===== config.mk =====
export PLATFORM = sky130hd
export DESIGN_NAME = upc_tag_tx
export DESIGN_NICKNAME = d
export VERILOG_FILES = /design/src/rtl/upc_pkg.sv /design/src/rtl/upc_bit_timer.sv /design/src/rtl/upc_tag_tx.sv
export SDC_FILE = /design/constraint.sdc
export NUM_CORES = 1
export LEC_CHECK = 0
export BUFFER_PORTS_ARGS = -buffer_cell sky130_fd_sc_hd__buf_2
export CAP_MARGIN = 20
export CORE_MARGIN = 5
export CORE_UTILIZATION = 27
export DETAILED_ROUTE_END_ITERATION = 16
export GPL_TIMING_DRIVEN = 0
export RECOVER_POWER = 100
export SLEW_MARGIN = 20
export SYNTH_ARGS = -nofsm -noshare
export SYNTH_HDL_FRONTEND = slang
export SYNTH_HIERARCHICAL = 1
export SYNTH_SLANG_ARGS = --single-unit

===== constraint.sdc =====
create_clock -name clk -period 1.7 [get_ports clk]
set_clock_uncertainty 0.05 [all_clocks]
set_input_delay 0.255 -clock clk [delete_from_list [all_inputs] [get_ports clk]]
set_output_delay 0.255 -clock clk [all_outputs]
set_load 0.05 [all_outputs]

===== src/rtl/upc_pkg.sv =====
// rtl/upc_pkg.sv - shared frame constants and FSM state type for the UPC tag link
package upc_pkg;

    typedef enum logic [2:0] {
        IDLE,
        START,
        DATA,
        PARITY,
        STOP
    } tx_state_t;

    // start + 4 data + parity + stop
    localparam int FRAME_BITS = 7;
    localparam int TAG_BITS   = 4;

    localparam logic START_LEVEL = 1'b0;
    localparam logic STOP_LEVEL  = 1'b1;

endpackage


===== src/rtl/upc_bit_timer.sv =====
// rtl/upc_bit_timer.sv - bit-period timer, pulses bit_end on the last cycle of each line bit
//   clk     : system clock
//   reset_n : asynchronous active-low reset
//   clear   : hold the counter at zero (used while the transmitter is idle)
//   bit_end : high on the final cycle of the current bit period
module upc_bit_timer #(
    parameter int CLKS_PER_BIT = 4
) (
    input  logic clk,
    input  logic reset_n,
    input  logic clear,
    output logic bit_end
);

    localparam int CNT_W = (CLKS_PER_BIT > 1) ? $clog2(CLKS_PER_BIT) : 1;
    localparam logic [CNT_W-1:0] LAST = CNT_W'(CLKS_PER_BIT - 1);

    logic [CNT_W-1:0] cnt_q;
    logic [CNT_W-1:0] cnt_d;

    assign bit_end = (cnt_q == LAST);

    // Wrapping to zero at bit_end makes every state entry start from count 0,
    // since state changes only ever happen on a bit_end cycle.
    always_comb begin
        cnt_d = cnt_q + 1'b1;
        if (clear || bit_end) begin
            cnt_d = '0;
        end
    end

    always_ff @(posedge clk or negedge reset_n) begin
        if (!reset_n) begin
            cnt_q <= '0;
        end else begin
            cnt_q <= cnt_d;
        end
    end

endmodule


===== src/rtl/upc_tag_tx.sv =====
// rtl/upc_tag_tx.sv - serial transmitter framing a 4-bit UPC tag onto an idle-high line
//   clk        : system clock
//   reset_n    : asynchronous active-low reset, aborts any frame in progress
//   tag_valid  : producer offers tag_data
//   tag_data   : tag bits {u, p, c, m}, u is the MSB and is sent first
//   tag_ready  : transmitter idle and able to accept a tag
//   tx_line    : registered serial line output
//   busy       : frame in progress
//   frame_done : one-cycle pulse on the last cycle of the stop bit
module upc_tag_tx
    import upc_pkg::*;
#(
    parameter int CLKS_PER_BIT = 4
) (
    input  logic                clk,
    input  logic                reset_n,
    input  logic                tag_valid,
    input  logic [TAG_BITS-1:0] tag_data,
    output logic                tag_ready,
    output logic                tx_line,
    output logic                busy,
    output logic                frame_done
);

    tx_state_t           state_q, state_d;
    logic [TAG_BITS-1:0] shift_q, shift_d;
    logic                parity_q, parity_d;
    logic [1:0]          idx_q, idx_d;
    logic                tx_line_q, tx_line_d;
    logic                bit_end;

    upc_bit_timer #(
        .CLKS_PER_BIT(CLKS_PER_BIT)
    ) u_bit_timer (
        .clk     (clk),
        .reset_n (reset_n),
        .clear   (state_q == IDLE),
        .bit_end (bit_end)
    );

    // tx_line_d is the level of the bit the FSM is entering, so the line
    // register changes on the same edge as the state register.
    always_comb begin
        state_d   = state_q;
        shift_d   = shift_q;
        parity_d  = parity_q;
        idx_d     = idx_q;
        tx_line_d = tx_line_q;

        case (state_q)
            IDLE: begin
                tx_line_d = STOP_LEVEL;
                if (tag_valid) begin
                    state_d   = START;
                    shift_d   = tag_data;
                    parity_d  = ^tag_data;
                    idx_d     = 2'd0;
                    tx_line_d = START_LEVEL;
                end
            end
            START: begin
                if (bit_end) begin
                    state_d   = DATA;
                    tx_line_d = shift_q[TAG_BITS-1];
                end
            end
            DATA: begin
                if (bit_end) begin
                    if (idx_q == 2'd3) begin
                        state_d   = PARITY;
                        tx_line_d = parity_q;
                    end else begin
                        idx_d     = idx_q + 2'd1;
                        shift_d   = {shift_q[TAG_BITS-2:0], 1'b0};
                        tx_line_d = shift_q[TAG_BITS-2];
                    end
                end
            end
            PARITY: begin
                if (bit_end) begin
                    state_d   = STOP;
                    tx_line_d = STOP_LEVEL;
                end
            end
            STOP: begin
                if (bit_end) begin
                    state_d   = IDLE;
                    idx_d     = 2'd0;
                    tx_line_d = STOP_LEVEL;
                end
            end
            default: begin
                state_d   = IDLE;
                idx_d     = 2'd0;
                tx_line_d = STOP_LEVEL;
            end
        endcase
    end

    always_ff @(posedge clk or negedge reset_n) begin
        if (!reset_n) begin
            state_q   <= IDLE;
            shift_q   <= '0;
            parity_q  <= 1'b0;
            idx_q     <= 2'd0;
            tx_line_q <= STOP_LEVEL;
        end else begin
            state_q   <= state_d;
            shift_q   <= shift_d;
            parity_q  <= parity_d;
            idx_q     <= idx_d;
            tx_line_q <= tx_line_d;
        end
    end

    assign tag_ready  = (state_q == IDLE);
    assign busy       = (state_q != IDLE);
    assign tx_line    = tx_line_q;
    assign frame_done = (state_q == STOP) && bit_end;

endmodule


---- After elaboration in Yosys (flattened, before gate mapping) ----
Cells that the tools add are included.
Widths: inputs -> output; s select.
cells by class
  equality and inequality tests ........... 14
  bitwise gates (word level) .............. 1
  muxes and demuxes ....................... 23
  reductions and logical operators ........ 13
  add/subtract/negate cells ............... 2
operators by type and width
  operator             count
  $mux 3               6
  $pmux 3 s5           1
  $ne 2x2->1 const B   7
  $mux 4               3
  $mux 2               5
  $pmux 2 s4           1
  $pmux 4 s2           1
  $eq 3x2->1 const B   2
  $reduce_and 6->1     1
  $mux 1               5
  $reduce_and 5->1     1
  $add 2x1->2 const B  2
  $eq 2x2->1 const B   2
  $pmux 1 s4           1
  $reduce_and 4->1     1
  $reduce_or 2->1      2
  $reduce_xor 4->1     1
  $eq 3x1->1 const B   1
  $eq 3x3->1 const B   1
  $logic_not 3->1      1
  $reduce_and 3->1     1
  $reduce_bool 3->1    1
  $ne 2x1->1 const B   1
  $reduce_and 2->1     1
  4 further kinds      4
word-level totals
  logic and storage cells ................. 59
  bits of input ports ..................... 7
  register bits after elaboration ......... 13

---- Logic depth before layout (Yosys ltp) ----
  depth in word-level cells ............... 4
  depth in mapped cells ................... 5
  gate-level depth less buffers ........... 4

---- Hierarchy ----
Netlist, hierarchy kept.
by module, submodules not included
  module         cells an instance  times used  area an instance (sq um)
  upc_tag_tx     66                 1           675.6
  upc_bit_timer  5                  1           85.1

---- Least setup slack after synthesis ----
Ideal clock, no wire load.
  path type ............................... register to register
  from .................................... reg state_q[2]
  to ...................................... reg tx_line_q, in the netlist tx_line
  clock period less this slack ............ 2.031 ns
  required time ........................... 1.573 ns
  library setup time ...................... 0.077 ns
  data arrival time ....................... 1.904 ns
  path buffers ............................ 1
  stages on the path, launching flop included .. 6
  path slack .............................. -0.331 ns
  path through ............................ dfrtp_1 clkbuf_1 or3_1 inv_1 nor4b_1 a31oi_1
on the way
  elaborated cells between the ends (all ways) .. 11
  classes of those cells .................. eq/ne: 7; mux: 1; reduce/logical: 3
RTL lines
  item                      RTL line           text
  start: declaration        upc_tag_tx.sv:25   tx_state_t state_q, state_d;
  start signal: assignment  upc_tag_tx.sv:108  state_q <= state_d;
  $logic_not 3->1           --
  named net tag_ready       upc_tag_tx.sv:19   output logic tag_ready,
  $pmux 1 s4                upc_tag_tx.sv:50   case (state_q)
  end signal: assignment    upc_tag_tx.sv:112  tx_line_q <= tx_line_d;
  end: declaration          upc_tag_tx.sv:29   logic tx_line_q, tx_line_d;
The timed path passes the listed nets, and every way through them passes these cells.
A chain may end at the register's enable or synchronous reset.

---- Worst setup path after layout ----
  from .................................... reg state_q[0]
  to ...................................... out tag_ready
on the way
  longest elaborated chain between the ends .. 1
RTL lines
  item              RTL line           text
  $logic_not 3->1   upc_tag_tx.sv:116  assign tag_ready = (state_q == IDLE);
  end: declaration  upc_tag_tx.sv:19
No other way between the ends.

==> out/results.ini <==
[power]
p_switching_uw=702
pwr-share-seq=0.308
p_sw_frac=0.395
vdd_drop_max_uv=863
power.density_nw_per_um2=1700
p_total_mw=1.78
p_leak_nw=0.453
p_int_mw=1.07
combPwrFrac=0.582
clockPowerShare=0.110

[timing]
setup_tns_ns=-0.288
relSlewSlack=0.514
rsz0062_at_grt=yes
max_freq_mhz=563
slew_violations=0
finalSetupViolCount=5
max_slew.worst_pin.slew_ns=0.728
whs_ns=0.158
setup_ws_ns=-0.0757
fin_crit_ns=1.78
min_period_over_period=1.04
timing_hold_violations_final=0

[cts]
clock_latency_ns=0.28
cts.clk_slew.worst_paths_ns=0.08
clk_path_buf_depth=2
cts-root-buf=clkbuf_4
htreeDepth=1
numCtsBuffers=3
cts_sinks=13
cts_tree=done

[hold_path]
hold-path-endpoint=shift_q[0]
min_path_cells=3
hp-class=primary input to flop
min_from=tag_data[0]

[setup_path]
required_ns=1.39
crit_type=flop to output port
path_max_fanout=5
end_kind=output port
cp_cell_sequence=buf_6, or3_4, clkinvlp_4, buf_8
crit_path_start_kind=flop
timing.rr.end=shift_q[1]
crit_arrival_ns=1.47
r2r_setup_slack_ns=-0.07
reg2reg_depth=6
reg2reg_from=state_q[2]
slowest_stage=dfrtp_1
slowest_delay_ns=0.42

[synth]
synthCells=71
synth_top_area_frac=0.395
synth.most_common_cell=dfrtp_1
synthSimpleGateAreaFrac=0.197
synth_compound_area_frac=0.110
async_flop_share=1.00
synth_area_um2=761
avgSynthCellArea_um2=10.7
synth_cell_type_count=32
ys_seq_elements=13
seq_area_frac_synth=0.429
synth_top_flop_cell=dfrtp_1
ys_warn_count=6
synth_area_leaders=dfrtp_1 39%, mux2_2 10%, ha_1 4.9%, dfstp_2 3.5%, xnor2_1 3.5%
synth_top_family_by_area=simple AND/OR/NAND/NOR gates
synth-xor-area-share=0.0461
synth_common_cells=12 x dfrtp_1, 7 x mux2_2
synth_top_area_cell=dfrtp_1
muxShareOfSynthArea=0.117
synth_edf_count=0
syn-num-nets=81
synthAdderAreaFrac=0.0493

[finish]
fin_util=0.381
layout.cells.non_filler=128
nets=108
fin_area_um2=1040
drive_gt1_frac=0.433
num-fill-cells=265
area_delta_synth_final_pct=37.0
diodes=0

[routing]
drt_wl_total_um=1690
dr.pass1.iters=4
drc=0
via_per_inst=4.89
vias=626
drt_iter0_markers=8
wl_per_cell_um=13.2
postRouteAntennaNets=0

[place]
place_ws_ns=-0.156
dpl_cell_area_um2=860
port_buffers=10
dp_hpwl_um=1130
place_inst=112
routabilityCongestion=0.745

[floorplan]
die-area_um2=3980
io_pins=11
start_util=0.278
die_y_um=63.1
fp-row-count=19
die_x_um=63.1
core_area_um2=2730

[global_routing]
grt_pass1_vias=632
grt_pass1_wl_um=2770
grt_max_degree=14
antenna_found_initial=0
grt_usage=0.0860
overflow=0

[run]
timing.max_cap.violations=0

[status]
violations=negative setup slack
status=finished, violations left

==> cell usage in the layout, fill, tap and decap left out, drive strengths merged, types with 2 or more instances in the layout <==
cell    instances
dfrtp          12
o21ai           5
nand2           4
clkbuf          8
xnor2           3
ha              3
mux2            7
o31a            2
nor4b           2
or3             2
nor3b           3
nor2            4
inv             3
buf            21
a21oi           2
==> layout make-up <==
type	count	area (um^2)	area share
inverters	4	18.8	0.0180
well taps	31	38.8	0.0372
repair buffers	23	161	0.155
plain buffers	3	32.5	0.0312
flip-flops and latches	13	327	0.313
clock buffers	4	26.3	0.0252
multi-input cells	50	438	0.420
==> state kept, by name, summed over array words and instances, names as in the netlist <==
| signal | cells |
|---|---|
| tx_line | 1 |
| state_q | 3 |
| idx_q | 2 |
| parity_q | 1 |
| shift_q | 4 |
| u_bit_timer/cnt_q | 2 |
==> power groups by stage <==
stage / sequential [mW] / combinational, mW / clock [mW]
final: 0.547 / 1.03 / 0.195
after global routing: 0.569 / 1.12 / 0.221
after CTS: 0.551 / 0.952 / 0.204
after detailed placement: 0.552 / 0.768 / 0
after global placement: 0.542 / 0.748 / 0
after floorplan: 0.569 / 0.589 / 0
==> worst max-delay path: cells and delay by family, from the launching register on <==
kind | cells | cell delay (ns)
and+or+nand+nor | 1 | 0.38
DFF | 1 | 0.42
buffers and inverters | 3 | 0.38
==> kinds of logic (layout without fill, tap and decap cells) <==
group,count (synthesis),after routing
buffers and inverters,8,34
XOR/XNOR,4,4
adder cells (fa/ha/maj),3,3
AND/OR/NAND/NOR,22,22
AO/OA/AOI/OAI,13,13
multiplexers,8,8
flip-flops,13,13
==> repair_timing <==
action,4_1_cts,5_1_grt
hold endpoints to repair,12,0
hold buffers,1,0
buffers inserted,7,5
endpoints found under the setup margin,8,8
gates resized for setup,11,4
pin swaps,2,1
==> worst max-delay path by stage <==
stage	from	end	slack, ns	cells after the start
6_report	state_q[0]	tag_ready	-0.08	4
5_1_grt	state_q[2]	tag_ready	-0.14	4
4_1_cts	state_q[2]	tag_ready	-0.09	4
3_5_place_dp	u_bit_timer/cnt_q[0]	shift_q[1]	-0.16	5
3_3_place_gp	u_bit_timer/cnt_q[0]	shift_q[1]	-0.12	5
2_1_floorplan	u_bit_timer/cnt_q[0]	idx_q[1]	0.05	5
==> routing by layer <==
layer	share of wire	global-route usage	wire, um
met1	0.44	0.0992	739
met2	0.47	0.137	797
met3	0.082	0.0409	139
met4	0.0071	0.0318	12
met5	0	0	0
(Power assumes the default switching activity.)
